**src/rtl/wormhole_arbiter_pkg.sv**
```systemverilog
// Shared NoC definitions for the output-port arbiter blocks.
// Latency: n/a (types, constants and a combinational helper only).
// Backpressure: n/a.
package wormhole_arbiter_pkg;

    // Number of input ports competing for one output port.
    localparam int NOC_NUM_PORTS = 4;

    // Output-port ownership FSM.
    typedef enum logic {
        IDLE   = 1'b0,
        LOCKED = 1'b1
    } arb_state_t;

    // Binary index of a one-hot vector; zero for an all-zero vector.
    function automatic logic [1:0] onehot_to_idx(input logic [NOC_NUM_PORTS-1:0] oh);
        logic [1:0] idx;
        idx = 2'd0;
        for (int i = 0; i < NOC_NUM_PORTS; i++) begin
            if (oh[i]) begin
                idx = 2'(i);
            end
        end
        return idx;
    endfunction

endpackage

```
**src/rtl/wormhole_arbiter_rr_priority_select.sv**
```systemverilog
// Rotating-priority pick: first set bit of eligible searching upward from rr_ptr, wrapping.
// Latency: purely combinational.
// Backpressure: none; found=0 and grant_oh=0 when nothing is eligible.
// Ports: eligible (4b request vector), rr_ptr (2b start index), grant_oh (4b one-hot), found.
module rr_priority_select
    import wormhole_arbiter_pkg::*;
(
    input  logic [NOC_NUM_PORTS-1:0] eligible,
    input  logic [1:0]               rr_ptr,
    output logic [NOC_NUM_PORTS-1:0] grant_oh,
    output logic                     found
);

    always_comb begin
        logic [1:0] idx;
        idx      = 2'd0;
        grant_oh = '0;
        found    = 1'b0;
        for (int k = 0; k < NOC_NUM_PORTS; k++) begin
            // 2-bit add wraps 3 -> 0 naturally.
            idx = rr_ptr + 2'(k);
            if (!found && eligible[idx]) begin
                grant_oh[idx] = 1'b1;
                found         = 1'b1;
            end
        end
    end

endmodule

```
**src/rtl/wormhole_arbiter.sv**
```systemverilog
// Wormhole output-port arbiter: locks the port to one input from header to tail transfer.
// Latency: one cycle from eligible header to registered grant; out_valid is combinational once locked.
// Backpressure: out_ready=0 holds the granted input (port_block[g]=1); a stalled tail keeps the lock.
// Ports: clk, reset (sync, active-high); req_valid/req_head/req_tail (per input), req_addr (2b per input);
//        out_ready; grant (one-hot), mux_select, port_block, out_valid, busy.
module wormhole_arbiter
    import wormhole_arbiter_pkg::*;
#(
    parameter logic [1:0] PORT_ADDR = 2'd0,
    parameter int         NUM_IN    = 4
)(
    input  logic                  clk,
    input  logic                  reset,
    input  logic [NUM_IN-1:0]     req_valid,
    input  logic [NUM_IN-1:0]     req_head,
    input  logic [NUM_IN-1:0]     req_tail,
    input  logic [2*NUM_IN-1:0]   req_addr,
    input  logic                  out_ready,
    output logic [NUM_IN-1:0]     grant,
    output logic [1:0]            mux_select,
    output logic [NUM_IN-1:0]     port_block,
    output logic                  out_valid,
    output logic                  busy
);

    arb_state_t        state_q, state_d;
    logic [NUM_IN-1:0] grant_q, grant_d;
    logic [1:0]        mux_q, mux_d;
    logic [1:0]        rr_ptr, rr_ptr_d;
    logic [NUM_IN-1:0] eligible;
    logic [NUM_IN-1:0] sel_oh;
    logic              sel_found;

    // Only headers addressed to this output port may open a new packet.
    always_comb begin
        eligible = '0;
        for (int i = 0; i < NUM_IN; i++) begin
            eligible[i] = req_valid[i] & req_head[i] & (req_addr[2*i +: 2] == PORT_ADDR);
        end
    end

    rr_priority_select u_sel (
        .eligible (eligible),
        .rr_ptr   (rr_ptr),
        .grant_oh (sel_oh),
        .found    (sel_found)
    );

    always_ff @(posedge clk) begin
        if (reset) begin
            state_q <= IDLE;
            grant_q <= '0;
            mux_q   <= 2'd0;
            rr_ptr  <= 2'd0;
        end else begin
            state_q <= state_d;
            grant_q <= grant_d;
            mux_q   <= mux_d;
            rr_ptr  <= rr_ptr_d;
        end
    end

    always_comb begin
        state_d   = state_q;
        grant_d   = grant_q;
        mux_d     = mux_q;
        rr_ptr_d  = rr_ptr;
        out_valid = 1'b0;
        case (state_q)
            IDLE: begin
                // mux_select keeps its last value while idle; only grant is cleared.
                grant_d = '0;
                if (sel_found) begin
                    state_d = LOCKED;
                    grant_d = sel_oh;
                    mux_d   = onehot_to_idx(sel_oh);
                end
            end
            LOCKED: begin
                out_valid = req_valid[mux_q];
                // Release only when the tail actually transfers; priority moves past the winner.
                if (out_valid && out_ready && req_tail[mux_q]) begin
                    state_d  = IDLE;
                    grant_d  = '0;
                    rr_ptr_d = mux_q + 2'd1;
                end
            end
            default: begin
                state_d = IDLE;
                grant_d = '0;
            end
        endcase
    end

    assign grant      = grant_q;
    assign mux_select = mux_q;
    assign busy       = (state_q == LOCKED);
    // grant_q is zero in IDLE, so every input is blocked there; the owner is blocked only by downstream.
    assign port_block = ~grant_q | {NUM_IN{~out_ready}};

endmodule
```
**config.mk**
```make
export PLATFORM = sky130hd
export DESIGN_NAME = wormhole_arbiter
export DESIGN_NICKNAME = d
export VERILOG_FILES = /design/src/rtl/wormhole_arbiter_pkg.sv /design/src/rtl/wormhole_arbiter_rr_priority_select.sv /design/src/rtl/wormhole_arbiter.sv
export SDC_FILE = /design/constraint.sdc
export NUM_CORES = 1
export LEC_CHECK = 0
export CELL_PAD_IN_SITES_DETAIL_PLACEMENT = 1
export CELL_PAD_IN_SITES_GLOBAL_PLACEMENT = 1
export CORE_ASPECT_RATIO = 1.2
export CORE_MARGIN = 2
export CORE_UTILIZATION = 25
export DETAILED_ROUTE_END_ITERATION = 8
export DONT_BUFFER_PORTS = 1
export GPL_ROUTABILITY_DRIVEN = 0
export HOLD_SLACK_MARGIN = 0.03
export PLACE_DENSITY = 0.47
export SLEW_MARGIN = 40
export SYNTH_ARGS = -nofsm -noshare
export SYNTH_HDL_FRONTEND = slang
export SYNTH_HIERARCHICAL = 1
export SYNTH_SLANG_ARGS = --single-unit
```
**constraint.sdc**
```tcl
create_clock -name clk -period 4.1 [get_ports clk]
set_clock_uncertainty 0.1 [all_clocks]
set_input_delay 0.615 -clock clk [delete_from_list [all_inputs] [get_ports clk]]
set_output_delay 0.615 -clock clk [all_outputs]
set_load 0.1 [all_outputs]
```
== Yosys cells after proc, flatten, opt, wreduce, memory -nomap -nowiden ==
Index checks and enable logic that the tools add are counted.

* Output and inout bits: 12
* Register bits after elaboration: 9
* Bits of input ports: 23
* Word-level logic and storage cells: 89

* $add $sub $neg: 4
* Muxes and demuxes: 38
* Reductions and logical operators: 18
* Equality and inequality tests: 1
* Order comparisons: 9
* Bitwise logic cells: 15

{| class="wikitable"
|+ Operators with widths
! cell !! count
|-
| 4-bit two-way mux || 6
|-
| 1-bit two-way mux || 18
|-
| 4-bit bitwise OR || 4
|-
| 2-bit by 3-bit less-than comparator with 1-bit output (second input constant) || 5
|-
| 1-bit binary-select mux with 2-bit select || 6
|-
| 1-bit logical AND || 9
|-
| 1-bit bitwise AND || 8
|-
| 1-bit demux with 2-bit select || 4
|-
| 2-bit by 1-bit greater-or-equal comparator with 1-bit output (second input constant) || 4
|-
| 2-bit zero test || 4
|-
| 4-bit one-hot mux with 2 select lines || 1
|-
| 2-bit by 1-bit adder with 2-bit output (second input constant) || 2
|-
| 2-bit adder (second input constant) || 2
|-
| 2-bit two-way mux || 2
|-
| 4-bit inverter || 1
|-
| 2-bit AND reduction || 2
|-
| 1-bit zero test || 3
|-
| 2-bit by 1-bit != test with 1-bit output (second input constant) || 1
|-
| 1-bit inverter || 2
|-
| 1-bit one-hot mux with 2 select lines || 1
|}

== Depth between registers and ports, before layout ==
Gate-level depths: netlist of run 1.

* Depth after elaboration: 17
* Depth in mapped cells: 11
* Depth with buffers taken out: 10

== By module ==
Netlist of run 1, hierarchy kept.

{| class="wikitable"
|+ By module, submodules not included
! module !! sequential area each (um^2) !! area an instance (um^2) !! cells an instance !! times used
|-
| wormhole_arbiter || 180.2 || 521.8 || 62 || 1
|-
| rr_priority_select || 0.0 || 494.2 || 62 || 1
|}

== Worst setup path before layout of run 1 ==
No wires, ideal clock.

* Path type: register to output
* Start point: register mux_q[0], in the netlist mux_select[0]
* End point: output out_valid
* Data required time: 3.385 ns
* Arrival time: 2.282 ns
* Cell stages (with the launch flop): 4
* Buffers on the path: 1
* Setup slack: 1.103 ns
* Path through: dfxtp_1 > buf_2 > nand2_1 > o2bb2ai_2

* Longest elaborated chain between the ends: 3

{| class="wikitable"
|+ Ends and longest elaborated chain
! element !! line !! text
|-
| start: declaration || wormhole_arbiter.sv:28 || <nowiki>logic [1:0] mux_q, mux_d;</nowiki>
|-
| start signal: assignment || wormhole_arbiter.sv:58 || <nowiki>mux_q <= mux_d;</nowiki>
|-
| 1-bit binary-select mux with 2-bit select || wormhole_arbiter.sv:80 || <nowiki>out_valid = req_valid[mux_q];</nowiki>
|-
| 1-bit two-way mux (not written as such) || wormhole_arbiter.sv:80 ||
|-
| 1-bit two-way mux || wormhole_arbiter.sv:69 || <nowiki>case (state_q)</nowiki>
|-
| end: declaration || wormhole_arbiter.sv:22 || <nowiki>output logic out_valid,</nowiki>
|}

Every way passes these cells. The select of a mux whose other input is x is not followed.

== Worst setup path after layout of run 1 ==
* Start point: register rr_ptr[1]
* End point: register mux_q[0], in the netlist mux_select[0]

* Elaborated cells between the ends (all ways): 52
* Classes of those cells: add/sub: 3; order compare: 8; mux: 27; bitwise: 3; reduce/logical: 11

{| class="wikitable"
|+ RTL lines
! element !! line !! text
|-
| start: declaration || wormhole_arbiter.sv:29 || <nowiki>logic [1:0] rr_ptr, rr_ptr_d;</nowiki>
|-
| start signal: assignment || wormhole_arbiter.sv:59 || <nowiki>rr_ptr <= rr_ptr_d;</nowiki>
|-
| branches (longest 11 deep; another with 2-bit by 3-bit less-than comparator with 1-bit output) || n/a ||
|-
| 4-bit two-way mux (*) || wormhole_arbiter_rr_priority_select.sv:22 || <nowiki>if (!found && eligible[idx]) begin</nowiki>
|-
| net sel_oh[2] || wormhole_arbiter.sv:31 || <nowiki>logic [NUM_IN-1:0] sel_oh;</nowiki>
|-
| 2-bit two-way mux (*) (2 in a row) || wormhole_arbiter_pkg.sv:20 || <nowiki>if (oh[i]) begin</nowiki>
|}

Mark *: on every way through the listed nets, which the timed path passes. The select of a mux whose other input is x is not followed.
A chain may end at the register's enable or synchronous reset.

==> results.cfg, run 1 <==
[sta]
drv_slew = 0
slew_headroom = 0.4892
fin_setup_tns_ns = 0
fin_crit_sh = 0.6677
setup_viol = 0
fin_crit_ns = 2.738
rsz0062_at_grt = false
fmax_mhz = 365.3
max_slew.worst_pin.slew_ns = 0.7603
hold_violations = 0

[setup_path]
r2r_slack_ns = 1.36
crit_buf_inv = 1
start_kind = flip-flop
crit_type = flip-flop to flip-flop
r2r_cells = 9
slowest_delay_ns = 0.64
required_ns = 4.12
crit_family = multiplexers
reg2reg_to = mux_select[0]
crit_chain = inv_1 -> ha_1 -> mux2i_1 -> mux2_2 -> a211oi_1 -> o2bb2ai_1 -> o21ai_0 -> o22ai_1 -> nor2_1
path_max_fanout = 11
arrival_ns = 2.76
worstSetupEndpointType = flip-flop
slowest_stage = dfxtp_1
r2r_start = rr_ptr[1]

[global_routing]
grt.total_usage = 0.1334
grt_overflow_total = 0
grt_max_degree = 22
first_global_vias = 1064
grt_pass1_wl_mm = 4.947
antenna_found_initial = 0

[drt]
via_per_inst = 5.270
first_pass_iters = 4
via_count = 975
postRouteAntennaNets = 0
wl_per_cell_microns = 15.68
drc_errors = 0
routed_wl_mm = 2.900
drt_iter0_markers = 34

[synth]
ys_ff_latch = 9
postSynthAreaPerCell_sq_um = 8.193
synth_fp_nets = 153
synth_cell_types = 37
yosys_warnings = 6
yosysSeqAreaShare = 0.1773
syn_area_sq_mm = 0.001016
synth_cells = 124

[clocking]
postCtsSetupBuffers = 0
clockBufferDepth = 2
cts_sinks = 9
hold_buffers = 0
insertion_delay_ns = 0.23
cts_htree_levels = 1
post_cts_resized = 0
path_clk_slew_ns = 0.05
cts_tree = yes
root_buffer = clkbuf_8
cts_buffers = 3

[placed_design]
dp_hpwl_mm = 2.337
io_buffers = 0
placed_cells = 181

[floorplanning]
die_x_microns = 62.20
row_count = 25
die_area_sq_mm = 0.004592
initial_core_util = 0.2598
num_io_pins = 35
core_region_area_sq_mm = 0.003910
die_h_microns = 73.84

[power_and_ir_drop]
p_sw_uw = 105.6
clkPwrFrac = 0.349
comb_power_share = 0.319
ir_worst_vdd_mv = 0.1441
seqPwrFrac = 0.332
intPower_uw = 187.3
leakage_nw = 0.3999
switching_share = 0.3606
power_density_mw_per_mm2 = 251.2

[finish]
fin_nets = 161
n_antenna_cell = 0
final_cell_mix = nand2_1 (16), nor2_1 (13), buf_4 (11)
drive_above_1_share = 0.2290
area_delta_synth_final_pct = 14.78
n_fill_cell = 467
fin_cells = 185
final_common_cell = nand2_1

[worst_hold_path]
whs_path_depth = 1
min_to = mux_select[0]
worstHoldStart = reset
holdCritPathClass = primary input to flip-flop

[run]
max-cap-violations = 0

[outcome]
status = complete, no violations
[cells by family (layout without fill, tap and decap cells)]
| kind of cell | count (synthesis) | count (layout) | synth area share |
|---|---|---|---|
| xor+xnor | 1 | 1 | 0.008622 |
| mux | 16 | 16 | 0.1810 |
| buf+inv | 13 | 20 | 0.06772 |
| compound gates | 27 | 27 | 0.2414 |
| fa+ha+maj | 6 | 6 | 0.07389 |
| flops | 9 | 9 | 0.1773 |
| simple gates | 52 | 52 | 0.2500 |
[routing by layer]
| metal | vias to the layer above | track usage | wire length (microns) | share of wire |
|---|---|---|---|---|
| met3 | 8 | 0.02297 | 105 | 0.036 |
| li1 | 470 | - | - | - |
| met2 | 24 | 0.2572 | 1543 | 0.53 |
| met1 | 473 | 0.1438 | 1183 | 0.41 |
| met5 | - | 0 | 0 | 0 |
| met4 | 0 | 0.05926 | 68 | 0.023 |
[layout make-up]
type	count	area, sq um	share of cell area
repair buffers	11	82.58	0.07082
flip-flops and latches	9	185.2	0.1588
multi-input cells	102	767.0	0.6577
clock buffers	4	45.04	0.03863
well taps	54	67.56	0.05794
inverters	5	18.77	0.01609
[metrics by stage]
step | total power [mW] | worst slack, ns | cell area (sq um) | hold slack (ns) | utilization
after global placement | 0.1909 | 1.244 | 1116 | 0.5890 | 0.2854
final | 0.2930 | 1.362 | 1166 | 0.3529 | 0.2982
after detailed placement | 0.1926 | 1.236 | 1121 | 0.5908 | 0.2867
after CTS | 0.2948 | 1.389 | 1166 | 0.3492 | 0.2982
after global routing | 0.3087 | 1.094 | 1166 | 0.3474 | 0.2982
after floorplan | 0.1777 | 1.103 | 1016 | 0.5508 | -
[how the worst max path moves through the flow]
| stage | cells past startpoint | slack (ns) | from | to |
|---|---|---|---|---|
| final | 9 | 1.36 | rr_ptr[1] | mux_select[0] |
| after global routing | 10 | 1.09 | rr_ptr[1] | mux_select[0] |
| after CTS | 9 | 1.39 | rr_ptr[1] | mux_select[0] |
| after detailed placement | 8 | 1.24 | req_addr[3] | mux_select[0] |
| after global placement | 8 | 1.24 | req_addr[3] | mux_select[0] |
| after floorplan | 3 | 1.10 | mux_select[0] | out_valid |
[cell usage after synthesis]
cell / count / share of area
nand3b_1: 1 / 0.0074
a2111o_1: 1 / 0.011
buf_1: 1 / 0.0037
a211oi_1: 3 / 0.022
a221oi_2: 2 / 0.030
nor2_1: 13 / 0.048
nand2_2: 1 / 0.0062
nor2b_1: 4 / 0.025
o2bb2ai_1: 4 / 0.034
a31o_1: 2 / 0.017
mux2_1: 2 / 0.022
nand3_1: 1 / 0.0049
ha_1: 6 / 0.074
or3b_1: 1 / 0.0086
o211ai_2: 1 / 0.012
nor3_1: 7 / 0.034
nand2b_1: 5 / 0.031
o2bb2ai_2: 1 / 0.015
dfxtp_1: 9 / 0.18
inv_1: 5 / 0.018
clkbuf_2: 1 / 0.0049
nand2_1: 16 / 0.059
o22ai_1: 7 / 0.043
o22ai_2: 1 / 0.012
xnor2_1: 1 / 0.0086
nand4b_1: 1 / 0.0086
mux4_2: 1 / 0.022
buf_6: 2 / 0.022
mux2i_1: 9 / 0.089
nand3_2: 1 / 0.0099
a32o_1: 4 / 0.039
o21ai_0: 1 / 0.0049
clkbuf_1: 1 / 0.0037
mux2_2: 3 / 0.033
or4_1: 1 / 0.0074
mux2_4: 1 / 0.015
buf_2: 3 / 0.015
[registers in the layout, summed over array words and instances, names as in the netlist]
signal and flops:
mux_select 2, busy 1, grant 4, rr_ptr 2
[power groups by stage]
stage               registers [mW]  clock network, mW  logic [mW]
global placement            0.0988                  0      0.0921
finish                      0.0974              0.102      0.0933
CTS                         0.0975              0.103      0.0938
global route                0.0977              0.110       0.101
floorplan                    0.119                  0      0.0583
detailed placement          0.0991                  0      0.0935
(Power assumes the default switching activity.)
==> inputs of run 2 (changes only) <==
--- a/config.mk
+++ b/config.mk
@@ -14,7 +14,7 @@
 export DONT_BUFFER_PORTS = 1
 export GPL_ROUTABILITY_DRIVEN = 0
 export HOLD_SLACK_MARGIN = 0.03
-export PLACE_DENSITY = 0.47
+export PLACE_DENSITY = 0.48
 export SLEW_MARGIN = 40
 export SYNTH_ARGS = -nofsm -noshare
 export SYNTH_HDL_FRONTEND = slang
==> constraint.sdc (replaced) <==
create_clock -name clk -period 2.34 [get_ports clk]
set_clock_uncertainty 0.1 [all_clocks]
set_input_delay 0.351 -clock clk [delete_from_list [all_inputs] [get_ports clk]]
set_output_delay 0.351 -clock clk [all_outputs]
set_load 0.1 [all_outputs]
==> results.cfg, run 2 (synthesized netlist as in run 1, its figures left out) <==
[power_and_ir_drop]
leakage_nw = 0.4532
clkPwrFrac = 0.349
p_sw_uw = 194.7
comb_power_share = 0.327
seqPwrFrac = 0.324
switching_share = 0.3694
power_density_mw_per_mm2 = 418.3
intPower_uw = 332.4
ir_worst_vdd_mv = 0.2924

[sta]
hold_violations = 0
slew_headroom = 0.5365
setup_viol = 0
rsz0062_at_grt = false
max_slew.worst_pin.slew_ns = 0.6942
fin_crit_ns = 2.205
fin_setup_tns_ns = 0
whs_ns = 0.06936
fmax_mhz = 453.4
drv_slew = 0
setup_ws_ns = 0.1346
fin_crit_sh = 0.9425

[drt]
routed_wl_mm = 2.954
drc_errors = 0
drt_iter0_markers = 26
wl_per_cell_microns = 15.23
via_per_inst = 5.119
first_pass_iters = 4
postRouteAntennaNets = 0
via_count = 993

[floorplanning]
die_area_sq_mm = 0.004592
initial_core_util = 0.2598
core_region_area_sq_mm = 0.003910
die_h_microns = 73.84
die_x_microns = 62.20
num_io_pins = 35
row_count = 25

[setup_path]
arrival_ns = 2.23
required_ns = 2.37
r2r_cells = 8
r2r_slack_ns = 0.13
reg2reg_to = mux_select[0]
crit_type = flip-flop to flip-flop
start_kind = flip-flop
worstSetupEndpointType = flip-flop
r2r_start = rr_ptr[0]
path_max_fanout = 21

[finish]
fin_nets = 170
n_antenna_cell = 0
final_cell_mix = buf_4 (20), nand2_1 (16), nor2_1 (13)
drive_above_1_share = 0.3000
final_common_cell = buf_4
area_delta_synth_final_pct = 24.01
final_util = 0.3222
fin_cells = 194
largest_reg_flops = 4

[run]
max-cap-violations = 0

[global_routing]
first_global_vias = 1061
use_met2 = 0.2705
grt.total_usage = 0.1337
met1_usage = 0.1485
use_met3 = 0.01378
antenna_found_initial = 0
grt_pass1_wl_mm = 4.974
top_usage_layer = met2
grt_overflow_total = 0
grt_max_degree = 22

[clocking]
cts_tree = yes
insertion_delay_ns = 0.24
cts_sinks = 9
hold_buffers = 0
postCtsSetupBuffers = 0
cts_buffers = 3
root_buffer = clkbuf_8
clockBufferDepth = 2
post_cts_resized = 0
cts_htree_levels = 1
path_clk_slew_ns = 0.05

[placed_design]
place_ws_ns = 0.02249
dp_hpwl_mm = 2.416
io_buffers = 0
placed_cells = 190

[worst_hold_path]
holdCritPathClass = primary input to flip-flop
worstHoldStart = reset
whs_path_depth = 1
min_to = mux_select[0]

[outcome]
status = complete, no violations
## run 2: worst max path at each step
stage                            from            end  slack (ns)  cells past startpoint
final                       rr_ptr[0]  mux_select[0]        0.13                      8
after global routing        rr_ptr[0]  mux_select[0]        0.02                      8
after CTS                   rr_ptr[0]  mux_select[0]        0.07                     10
after detailed placement  req_addr[3]  mux_select[0]        0.02                      9
after global placement    req_addr[3]  mux_select[0]        0.05                      9
after floorplan             rr_ptr[1]  mux_select[0]        0.01                     11
## run 2: through the flow
stage | cell area (sq um) | power [mW]
after floorplan | 1033 | 0.3162
after global placement | 1200 | 0.3438
after detailed placement | 1200 | 0.3451
after CTS | 1246 | 0.5275
after global routing | 1260 | 0.5527
final | 1260 | 0.5271
## run 2: per-layer routing
metal  vias up  wire length [microns]
li1        486                      -
met1       490                   1229
met2        14                   1626
met3         3                     71
met4         0                     26
met5         -                      0
## run 2: area by class of cell
type                    count  area (sq um)
multi-input cells         102         793.3
repair buffers             20         150.1
well taps                  54         67.56
clock buffers               3         41.29
clock inverters             1         5.005
flip-flops and latches      9         183.9
inverters                   5         18.77
fillers                   468          2650
## run 2: power by group through the flow
stage / Sequential (mW) / Clock, mW / Combinational, mW
detailed placement: 0.173 / 0 / 0.172
floorplan: 0.211 / 0 / 0.106
global route: 0.171 / 0.196 / 0.186
finish: 0.171 / 0.184 / 0.172
CTS: 0.170 / 0.185 / 0.172
global placement: 0.173 / 0 / 0.171
## run 2: critical path, stage by stage (launching register included)
cell and delay [ns]:
dfxtp_1 0.31, buf_4 0.20, or3b_1 0.39, a2111o_1 0.43
nand3_2 0.13, o2bb2ai_1 0.19, o21ai_0 0.12, o22ai_1 0.18
nor2_1 0.06
